`config.mk`:
```
export PLATFORM = sky130hd
export DESIGN_NAME = pipe_ctrl_flat
export DESIGN_NICKNAME = d
export VERILOG_FILES = /design/src/rtl/pipe_ctrl_pkg.sv /design/src/rtl/pipe_ctrl_if.sv /design/src/rtl/pipe_ctrl_hazard_detect.sv /design/src/rtl/pipe_ctrl.sv /design/src/flat_wrapper.sv
export SDC_FILE = /design/constraint.sdc
export NUM_CORES = 1
export LEC_CHECK = 0
export BUFFER_PORTS_ARGS = -buffer_cell sky130_fd_sc_hd__buf_2
export CAP_MARGIN = 30
export CORE_MARGIN = 2
export CORE_UTILIZATION = 40
export DETAILED_ROUTE_END_ITERATION = 8
export PLACE_DENSITY = 0.7
export SYNTH_ARGS = -nofsm -noshare
export SYNTH_HDL_FRONTEND = slang
export SYNTH_SLANG_ARGS = --single-unit
```
`constraint.sdc`:
```
create_clock -name clk -period 3.4 [get_ports clk]
set_input_delay 0.34 -clock clk [delete_from_list [all_inputs] [get_ports clk]]
set_output_delay 0.34 -clock clk [all_outputs]
set_load 0.01 [all_outputs]
```
`src/rtl/pipe_ctrl_pkg.sv`:
```
// pipe_ctrl_pkg
// Shared definitions for the pipeline sequencer: the divide-tracking state
// encoding, the default divider latency, the width of the divide countdown
// and a register-compare helper used by the hazard logic.
// No ports (package).

package pipe_ctrl_pkg;

    typedef enum logic [1:0] {
        IDLE     = 2'd0,
        DIV_BUSY = 2'd1,
        DIV_DONE = 2'd2
    } ctrlState_t;

    localparam int DIV_CYCLES_DEFAULT = 32;
    localparam int CNT_W              = 6;

    // Register 0 is hard-wired to zero, so a write to it never creates a
    // dependency; every hazard compare goes through this helper.
    function automatic logic regMatch(input logic [4:0] srcReg,
                                      input logic [4:0] dstReg);
        return (dstReg != 5'd0) && (srcReg == dstReg);
    endfunction

endpackage

```
`src/rtl/pipe_ctrl_if.sv`:
```
// pipe_ctrl_if
// Bundle between the core top level and the pipeline sequencer.
// Core -> sequencer: D-stage sources and control-flow type, E/M destination
//   and type, divide-in-E, M-stage memory handshake, M-stage exception.
// Sequencer -> core: per-stage stall/flush strobes and divider control.
// Modports: master = core side, slave = pipe_ctrl side.

interface pipe_ctrl_if;

    logic [4:0] rsD;
    logic [4:0] rtD;
    logic       branchD;
    logic       jrD;
    logic [4:0] writeregE;
    logic       RegWriteE;
    logic       MemtoRegE;
    logic [4:0] writeregM;
    logic       MemtoRegM;
    logic       divE;
    logic       dmem_reqM;
    logic       dmem_readyM;
    logic       exceptM;

    logic       stallF;
    logic       stallD;
    logic       stallE;
    logic       stallM;
    logic       stallW;
    logic       flushD;
    logic       flushE;
    logic       flushM;
    logic       flushW;
    logic       div_start;
    logic       div_abort;
    logic       div_busy;

    modport master (
        output rsD, rtD, branchD, jrD, writeregE, RegWriteE, MemtoRegE,
               writeregM, MemtoRegM, divE, dmem_reqM, dmem_readyM, exceptM,
        input  stallF, stallD, stallE, stallM, stallW,
               flushD, flushE, flushM, flushW,
               div_start, div_abort, div_busy
    );

    modport slave (
        input  rsD, rtD, branchD, jrD, writeregE, RegWriteE, MemtoRegE,
               writeregM, MemtoRegM, divE, dmem_reqM, dmem_readyM, exceptM,
        output stallF, stallD, stallE, stallM, stallW,
               flushD, flushE, flushM, flushW,
               div_start, div_abort, div_busy
    );

endinterface

```
`src/rtl/pipe_ctrl_hazard_detect.sv`:
```
// hazard_detect
// Purely combinational data-hazard terms for the D-stage instruction.
// Inputs : rsD/rtD (D sources), branchD/jrD (D compares operands in D),
//          writeregE/RegWriteE/MemtoRegE (E producer), writeregM/MemtoRegM
//          (M load).
// Outputs: lu (load-use against E), br (branch/jr operand not yet available).

module hazard_detect
    import pipe_ctrl_pkg::*;
(
    input  logic [4:0] rsD,
    input  logic [4:0] rtD,
    input  logic       branchD,
    input  logic       jrD,
    input  logic [4:0] writeregE,
    input  logic       RegWriteE,
    input  logic       MemtoRegE,
    input  logic [4:0] writeregM,
    input  logic       MemtoRegM,
    output logic       lu,
    output logic       br
);

    logic rsPending;
    logic rtPending;

    // A load in E cannot forward into E next cycle, so either source needing
    // it costs one bubble.
    // Branches and jr resolve in D, so any E result or a still-loading M value
    // is not ready yet; jr only reads rs.
    always_comb begin
        lu = MemtoRegE && RegWriteE &&
             (regMatch(rsD, writeregE) || regMatch(rtD, writeregE));

        rsPending = (RegWriteE && regMatch(rsD, writeregE)) ||
                    (MemtoRegM && regMatch(rsD, writeregM));
        rtPending = (RegWriteE && regMatch(rtD, writeregE)) ||
                    (MemtoRegM && regMatch(rtD, writeregM));

        br = (branchD && (rsPending || rtPending)) || (jrD && rsPending);
    end

endmodule

```
`src/rtl/pipe_ctrl.sv`:
```
// pipe_ctrl
// Pipeline sequencer for the five-stage core. Produces the stall and flush
// strobes for the F/D, D/E, E/M and M/W registers and drives the divider.
// Ports: clk, reset (synchronous, active high), bus (pipe_ctrl_if.slave)
//        carrying the hazard inputs and all strobe/divider outputs.
// Parameter DIV_CYCLES: divider latency counted from the div_start cycle,
// legal 2..63.

module pipe_ctrl
    import pipe_ctrl_pkg::*;
#(
    parameter int DIV_CYCLES = DIV_CYCLES_DEFAULT
) (
    input  logic        clk,
    input  logic        reset,
    pipe_ctrl_if.slave  bus
);

    localparam logic [CNT_W-1:0] CNT_LOAD = CNT_W'(DIV_CYCLES - 1);
    localparam logic [CNT_W-1:0] CNT_LAST = CNT_W'(1);

    ctrlState_t        state;
    ctrlState_t        stateNext;
    logic [CNT_W-1:0]  cnt;
    logic [CNT_W-1:0]  cntNext;

    logic lu;
    logic br;
    logic mw;
    logic divHold;

    logic stallF, stallD, stallE, stallM;
    logic flushD, flushE, flushM, flushW;
    logic divStart, divAbort, divBusy;

    hazard_detect uHazard (
        .rsD       (bus.rsD),
        .rtD       (bus.rtD),
        .branchD   (bus.branchD),
        .jrD       (bus.jrD),
        .writeregE (bus.writeregE),
        .RegWriteE (bus.RegWriteE),
        .MemtoRegE (bus.MemtoRegE),
        .writeregM (bus.writeregM),
        .MemtoRegM (bus.MemtoRegM),
        .lu        (lu),
        .br        (br)
    );

    // State and divide countdown; reset returns to IDLE without aborting the
    // divider, which sees the same reset.
    always_ff @(posedge clk) begin
        if (reset) begin
            state <= IDLE;
            cnt   <= '0;
        end else begin
            state <= stateNext;
            cnt   <= cntNext;
        end
    end

    // Next-state: an exception cancels any divide. The countdown keeps
    // running through memory waits so the divider finishes on schedule, but a
    // finished divide stays in DIV_DONE until M is free to accept it. A divide
    // is not started while M is waiting; it is retried once the wait ends.
    always_comb begin
        stateNext = state;
        cntNext   = cnt;
        mw        = bus.dmem_reqM && !bus.dmem_readyM;

        if (bus.exceptM) begin
            stateNext = IDLE;
            cntNext   = '0;
        end else begin
            case (state)
                IDLE: begin
                    if (bus.divE && !mw) begin
                        stateNext = DIV_BUSY;
                        cntNext   = CNT_LOAD;
                    end
                end
                DIV_BUSY: begin
                    cntNext = cnt - CNT_LAST;
                    if (cnt == CNT_LAST) begin
                        stateNext = DIV_DONE;
                    end
                end
                DIV_DONE: begin
                    if (!mw) begin
                        stateNext = IDLE;
                    end
                end
                default: begin
                    stateNext = IDLE;
                    cntNext   = '0;
                end
            endcase
        end
    end

    // Output priority mux. The memory wait holds everything up to M and
    // bubbles W; the divide hold freezes up to E and bubbles M; hazards
    // freeze F/D and bubble E. DIV_DONE releases E, so divE is not treated
    // as a new divide there.
    always_comb begin
        stallF   = 1'b0;
        stallD   = 1'b0;
        stallE   = 1'b0;
        stallM   = 1'b0;
        flushD   = 1'b0;
        flushE   = 1'b0;
        flushM   = 1'b0;
        flushW   = 1'b0;
        divStart = 1'b0;
        divAbort = 1'b0;
        divHold  = (state == DIV_BUSY) || ((state == IDLE) && bus.divE);

        if (reset) begin
            flushD = 1'b1;
            flushE = 1'b1;
            flushM = 1'b1;
            flushW = 1'b1;
        end else if (bus.exceptM) begin
            flushD   = 1'b1;
            flushE   = 1'b1;
            flushM   = 1'b1;
            divAbort = (state == DIV_BUSY) || (state == DIV_DONE);
        end else if (mw) begin
            stallF = 1'b1;
            stallD = 1'b1;
            stallE = 1'b1;
            stallM = 1'b1;
            flushW = 1'b1;
        end else if (divHold) begin
            stallF   = 1'b1;
            stallD   = 1'b1;
            stallE   = 1'b1;
            flushM   = 1'b1;
            divStart = (state == IDLE);
        end else if (lu || br) begin
            stallF = 1'b1;
            stallD = 1'b1;
            flushE = 1'b1;
        end

        divBusy = (state == DIV_BUSY) && !reset;
    end

    assign bus.stallF    = stallF;
    assign bus.stallD    = stallD;
    assign bus.stallE    = stallE;
    assign bus.stallM    = stallM;
    assign bus.stallW    = 1'b0;
    assign bus.flushD    = flushD;
    assign bus.flushE    = flushE;
    assign bus.flushM    = flushM;
    assign bus.flushW    = flushW;
    assign bus.div_start = divStart;
    assign bus.div_abort = divAbort;
    assign bus.div_busy  = divBusy;

endmodule

```
`src/flat_wrapper.sv`:
```
// flat-port wrapper written by rule: the top's interface ports become plain ports
module pipe_ctrl_flat import pipe_ctrl_pkg::*;
#(
    parameter int DIV_CYCLES = DIV_CYCLES_DEFAULT
)
  (clk, reset, bus_rsD, bus_rtD, bus_branchD, bus_jrD, bus_writeregE, bus_RegWriteE, bus_MemtoRegE, bus_writeregM, bus_MemtoRegM, bus_divE, bus_dmem_reqM, bus_dmem_readyM, bus_exceptM, bus_stallF, bus_stallD, bus_stallE, bus_stallM, bus_stallW, bus_flushD, bus_flushE, bus_flushM, bus_flushW, bus_div_start, bus_div_abort, bus_div_busy);
  pipe_ctrl_if bus_i ();
  input  logic clk;
  input  logic reset;
  input wire logic [$bits(bus_i.rsD)-1:0] bus_rsD;
  input wire logic [$bits(bus_i.rtD)-1:0] bus_rtD;
  input wire logic [$bits(bus_i.branchD)-1:0] bus_branchD;
  input wire logic [$bits(bus_i.jrD)-1:0] bus_jrD;
  input wire logic [$bits(bus_i.writeregE)-1:0] bus_writeregE;
  input wire logic [$bits(bus_i.RegWriteE)-1:0] bus_RegWriteE;
  input wire logic [$bits(bus_i.MemtoRegE)-1:0] bus_MemtoRegE;
  input wire logic [$bits(bus_i.writeregM)-1:0] bus_writeregM;
  input wire logic [$bits(bus_i.MemtoRegM)-1:0] bus_MemtoRegM;
  input wire logic [$bits(bus_i.divE)-1:0] bus_divE;
  input wire logic [$bits(bus_i.dmem_reqM)-1:0] bus_dmem_reqM;
  input wire logic [$bits(bus_i.dmem_readyM)-1:0] bus_dmem_readyM;
  input wire logic [$bits(bus_i.exceptM)-1:0] bus_exceptM;
  output wire logic [$bits(bus_i.stallF)-1:0] bus_stallF;
  output wire logic [$bits(bus_i.stallD)-1:0] bus_stallD;
  output wire logic [$bits(bus_i.stallE)-1:0] bus_stallE;
  output wire logic [$bits(bus_i.stallM)-1:0] bus_stallM;
  output wire logic [$bits(bus_i.stallW)-1:0] bus_stallW;
  output wire logic [$bits(bus_i.flushD)-1:0] bus_flushD;
  output wire logic [$bits(bus_i.flushE)-1:0] bus_flushE;
  output wire logic [$bits(bus_i.flushM)-1:0] bus_flushM;
  output wire logic [$bits(bus_i.flushW)-1:0] bus_flushW;
  output wire logic [$bits(bus_i.div_start)-1:0] bus_div_start;
  output wire logic [$bits(bus_i.div_abort)-1:0] bus_div_abort;
  output wire logic [$bits(bus_i.div_busy)-1:0] bus_div_busy;
  assign bus_i.rsD = bus_rsD;
  assign bus_i.rtD = bus_rtD;
  assign bus_i.branchD = bus_branchD;
  assign bus_i.jrD = bus_jrD;
  assign bus_i.writeregE = bus_writeregE;
  assign bus_i.RegWriteE = bus_RegWriteE;
  assign bus_i.MemtoRegE = bus_MemtoRegE;
  assign bus_i.writeregM = bus_writeregM;
  assign bus_i.MemtoRegM = bus_MemtoRegM;
  assign bus_i.divE = bus_divE;
  assign bus_i.dmem_reqM = bus_dmem_reqM;
  assign bus_i.dmem_readyM = bus_dmem_readyM;
  assign bus_i.exceptM = bus_exceptM;
  assign bus_stallF = bus_i.stallF;
  assign bus_stallD = bus_i.stallD;
  assign bus_stallE = bus_i.stallE;
  assign bus_stallM = bus_i.stallM;
  assign bus_stallW = bus_i.stallW;
  assign bus_flushD = bus_i.flushD;
  assign bus_flushE = bus_i.flushE;
  assign bus_flushM = bus_i.flushM;
  assign bus_flushW = bus_i.flushW;
  assign bus_div_start = bus_i.div_start;
  assign bus_div_abort = bus_i.div_abort;
  assign bus_div_busy = bus_i.div_busy;
  pipe_ctrl #(.DIV_CYCLES(DIV_CYCLES)) u_core (.clk(clk), .reset(reset), .bus(bus_i));
endmodule
```
Yosys cells after proc, flatten, opt, wreduce, memory -nomap -nowiden
Index checks and enable logic that the tools add are counted.
Operators by class
  add/sub/neg operators: 1
  eq/ne operators: 10
  mux-type cells: 34
  bitwise operators: 1
  reductions and logical operators: 33
Operator list (number)
  $mux 1: 28
  $eq 5x5->1: 4
  $pmux 6 s3: 1
  $logic_and 1x1->1: 16
  $reduce_bool 5->1: 2
  $logic_or 1x1->1: 8
  $eq 6x1->1 const B: 1
  $mux 2: 3
  $mux 6: 1
  $pmux 2 s3: 1
  $sub 6x1->6 const B: 1
  $ne 2x1->1 const B: 2
  $logic_not 1->1: 3
  $reduce_and 3->1: 1
  $eq 2x1->1 const B: 1
  $eq 2x2->1 const B: 1
  $logic_not 2->1: 1
  $ne 2x2->1 const B: 1
  $reduce_and 2->1: 1
  $reduce_or 2->1: 1
  $not 1->1: 1
Storage, ports and cells
  register bits after elaboration: 8
  bits of input ports: 31
  logic and storage cells: 81

Logic depth before layout (Yosys ltp)
  depth in word-level cells: 13
  gate-level depth with buffers: 8
  gate-level depth less buffers: 6

Hierarchy
From an unflattened synthesis, not the netlist that was laid out.
Unflattened totals
  cell total of the unflattened synthesis: 118
  area total of the unflattened synthesis: 930.9 µm²
Modules (own cells, without submodules)
  pipe_ctrl: times used 1, cells each 80, area each 638.1 µm², sequential area each 160.2 µm²
  hazard_detect: times used 1, cells each 38, area each 292.8 µm², sequential area each 0.0 µm²

Worst setup path after synthesis
Ideal clock, no wire load.
  kind: input-to-output
  start: in bus_rsD[1]
  end: out bus_stallF
  data arrival time: 1622 ps
  required time: 3060 ps
  setup slack: 1438 ps
  cell stages on the path: 6
  buffers on the path: 1
  cells stage by stage: xnor2_1 nand2_1 a2111oi_2 a31oi_1 o311ai_1 buf_4
Between the ends
  cells in the longest elaborated chain, start to end: 13
  elaborated cells between the ends (all ways): 19
Ends and longest elaborated chain
  from (decl): line flat_wrapper.sv:10  | input wire logic [$bits(bus_i.rsD)-1:0] bus_rsD;
  $eq 5x5->1: line pipe_ctrl_pkg.sv:22  | return (dstReg != 5'd0) && (srcReg == dstReg);
  $logic_and 1x1->1: line pipe_ctrl_pkg.sv:22
  $logic_and 1x1->1, on equally long branches: line pipe_ctrl_hazard_detect.sv:35, pipe_ctrl_hazard_detect.sv:36
  $logic_or 1x1->1: line pipe_ctrl_hazard_detect.sv:35  | rsPending = (RegWriteE && regMatch(rsD, writeregE)) ||
  $logic_or 1x1->1: line pipe_ctrl_hazard_detect.sv:40  | br = (branchD && (rsPending || rtPending)) || (jrD && rsPending);
  $logic_and 1x1->1: line pipe_ctrl_hazard_detect.sv:40
  $logic_or 1x1->1: line pipe_ctrl_hazard_detect.sv:40
  $logic_or 1x1->1 (*): line pipe_ctrl.sv:140  | end else if (lu || br) begin
  $mux 1 (*) (5 in a row)
  to (decl): line flat_wrapper.sv:23  | output wire logic [$bits(bus_i.stallF)-1:0] bus_stallF;
Every way passes the cells marked *; elsewhere a longest branch is shown, timed or not.

Final worst setup path
  start: reg u_core.state[0]
  end: out bus_flushE
Between the ends
  cells in the longest elaborated chain, start to end: 7
  elaborated cells between the ends (all ways): 8
Ends and longest elaborated chain
  from (decl): line pipe_ctrl.sv:22  | ctrlState_t state;
  from (signal assigned): line pipe_ctrl.sv:57  | state <= stateNext;
  $logic_not 2->1: line pipe_ctrl.sv:116  | divHold = (state == DIV_BUSY) || ((state == IDLE) && bus.divE);
  $logic_and 1x1->1: line pipe_ctrl.sv:116
  $logic_or 1x1->1 (*): line pipe_ctrl.sv:116
  $mux 1 (*): line pipe_ctrl.sv:134  | end else if (divHold) begin
  $mux 1 (*): line pipe_ctrl.sv:128  | end else if (mw) begin
  $mux 1 (*): line pipe_ctrl.sv:123  | end else if (bus.exceptM) begin
  $mux 1 (*): line pipe_ctrl.sv:118  | if (reset) begin
  to (decl): line flat_wrapper.sv:29  | output wire logic [$bits(bus_i.flushE)-1:0] bus_flushE;
Marks and branches as above.

==> out/metrics.csv <==
metric,value,unit
status,completed,
io_pins,43,
cts_tree,yes,
clkTransAtPathRegs,0.06,ns
clock_latency,0.26,ns
min_period,2.34,ns
dpl_cell_area,0.00114,mm²
antenna_found_initial,0,
area_delta_synth_final,24.3,%
synth-edff-count,0,
ys_warn_count,0,
grt_pass1_vias,916,
vdd_drop_max,0.128,mV
via_count,983,
route.detailed.drc,0,
end_kind,primary output,
ys_seq_area_frac,0.171,
finalHoldViolCount,0,
pwr-share-clk,0.249,
via_per_inst,5.40,
setup_viol,0,
final_cell_area,0.00117,mm²
die_w,52.4,µm
yosysTopAreaCellShare,0.171,
dieArea,0.00275,mm²
drtIter0Drc,29,
intPower,196,µW
rsz0062_at_grt,false,
htreeDepth,1,
max_freq,428,MHz
critical_path_peak_fanout,9,
async_flop_share,0,
nets,192,
maxCapViolations,0,
initial_core_util,0.424,
avgSynthCellArea,8.09,µm²
diodes,0,
dr.pass1.iters,4,
syn_area,938,µm²
grt_max_degree,14,
ys.flop_type,dfxtp_1,
row_count,17,
place_congestion,0.850,
drt-total-wl,2320,µm
syn_inst,116,
power.leakage,0.501,nW
power_frac_comb,0.409,
required,3.06,ns
yosysMostFrequentCell,xnor2_1,
ant_nets,0,
power.density,258,mW/mm²
cts_buffers,3,
clock_skew,0.00616,ns
grt_pass1_wl,3900,µm
hold_path.class,in -> reg,
hpwl,1930,µm
portBuffers,41,
cp.arrival,2.00,ns
drive_above_1_share,0.325,
cp-start-kind,flip-flop,
path_class,reg -> out,
p_switching,106,µW
grt_use_total,0.186,
fin_crit_sh,0.688,
wire_per_inst,12.7,µm
synthTopCellsByArea,"dfxtp_1, xnor2_1, ha_1",
cts_resized,0,
syn-num-nets,152,
setup_tns,0,ns
synth_common_cells,"xnor2_1, o21ai_0, inv_1",
root_buffer,clkbuf_4,
totalPowerFinal,301,µW
die_height,52.4,µm
synth_top_cell_by_area,dfxtp_1,
report.final.slew_viol_count,0,
cts_sinks,8,
ctsHoldBuffers,0,
overflow,0,
yosysUniqueCellTypes,44,
postCtsSetupRepairBufs,0,
swShare,0.351,
cts_buffer_depth,2,
seq_power_share,0.342,
ys_ff_latch,8,
coreArea,0.00221,mm²
## worst max-delay path, stage by stage (launching register included)
cell and delay (ns):
dfxtp_1 0.36, inv_1 0.07, ha_1 0.30, a21oi_1 0.19
a21oi_1 0.14, or3_1 0.40, o311ai_1 0.09, buf_2 0.17
## sequential cells by signal (all words and copies together) (netlist names)
signal,count
u_core.cnt,6
u_core.state,2
## worst paths after layout
kind	endpoint	from	cells after the start	slack (ns)
max	bus_flushE	u_core.state[0]$_SDFFE_PP0P_	7	1.06
min	u_core.state[1]$_SDFFE_PP0P_	bus_exceptM	3	0.42
max reg2reg	u_core.cnt[2]$_SDFFE_PP0P_	u_core.state[0]$_SDFFE_PP0P_	6	1.66
min reg2reg	u_core.cnt[4]$_SDFFE_PP0P_	u_core.cnt[4]$_SDFFE_PP0P_	2	0.49
## layer usage
metal | global-route usage | part of all wire
met1 | 0.220 | 0.44
met2 | 0.333 | 0.51
met3 | 0.0257 | 0.042
met4 | 0.0726 | 0.010
met5 | 0 | 0
## area by class of cell
type                       count  area, µm²
tap                           28       35.0
inverter                       9       33.8
sequential                     8        160
multi-input combinational     93        709
timing repair buffer          41        205
fill                         209       1050
clock buffer                   3       22.5
## through the flow
step	util	hold WS [ns]	cells	worst slack, ns
2_1_floorplan	-	0.453	116	1.44
3_3_place_gp	0.517	0.464	179	1.41
3_5_place_dp	0.517	0.490	179	1.34
4_1_cts	0.527	0.420	182	1.05
5_1_grt	0.527	0.440	182	0.916
6_report	0.527	0.422	182	1.06
## cell usage in the layout (no fill, tap or decap), drive strengths merged, types with 4 or more instances in the layout
| cell type | synthesis | final |
|---|---|---|
| xnor2 | 14 | 14 |
| inv | 9 | 9 |
| a211oi | 5 | 5 |
| xor2 | 4 | 4 |
| o21ai | 11 | 11 |
| a21oi | 6 | 6 |
| ha | 5 | 5 |
| dfxtp | 8 | 8 |
| nor2 | 6 | 6 |
| buf | 4 | 41 |
## power by group through the flow
stage	clock network (mW)	logic [mW]	registers, mW
floorplan	0	0.0806	0.104
global placement	0	0.120	0.105
detailed placement	0	0.123	0.105
CTS	0.0776	0.123	0.103
global route	0.0826	0.136	0.104
finish	0.0749	0.123	0.103
## cell families after synthesis
| group | Yosys count | synth area share |
|---|---|---|
| xor+xnor | 18 | 0.168 |
| other cells | 1 | 0.00400 |
| flops | 8 | 0.171 |
| buf+inv | 15 | 0.0733 |
| simple gates | 31 | 0.219 |
| mux | 2 | 0.0213 |
| compound gates | 36 | 0.277 |
| fa+ha+maj | 5 | 0.0667 |
(Power assumes the default switching activity.)
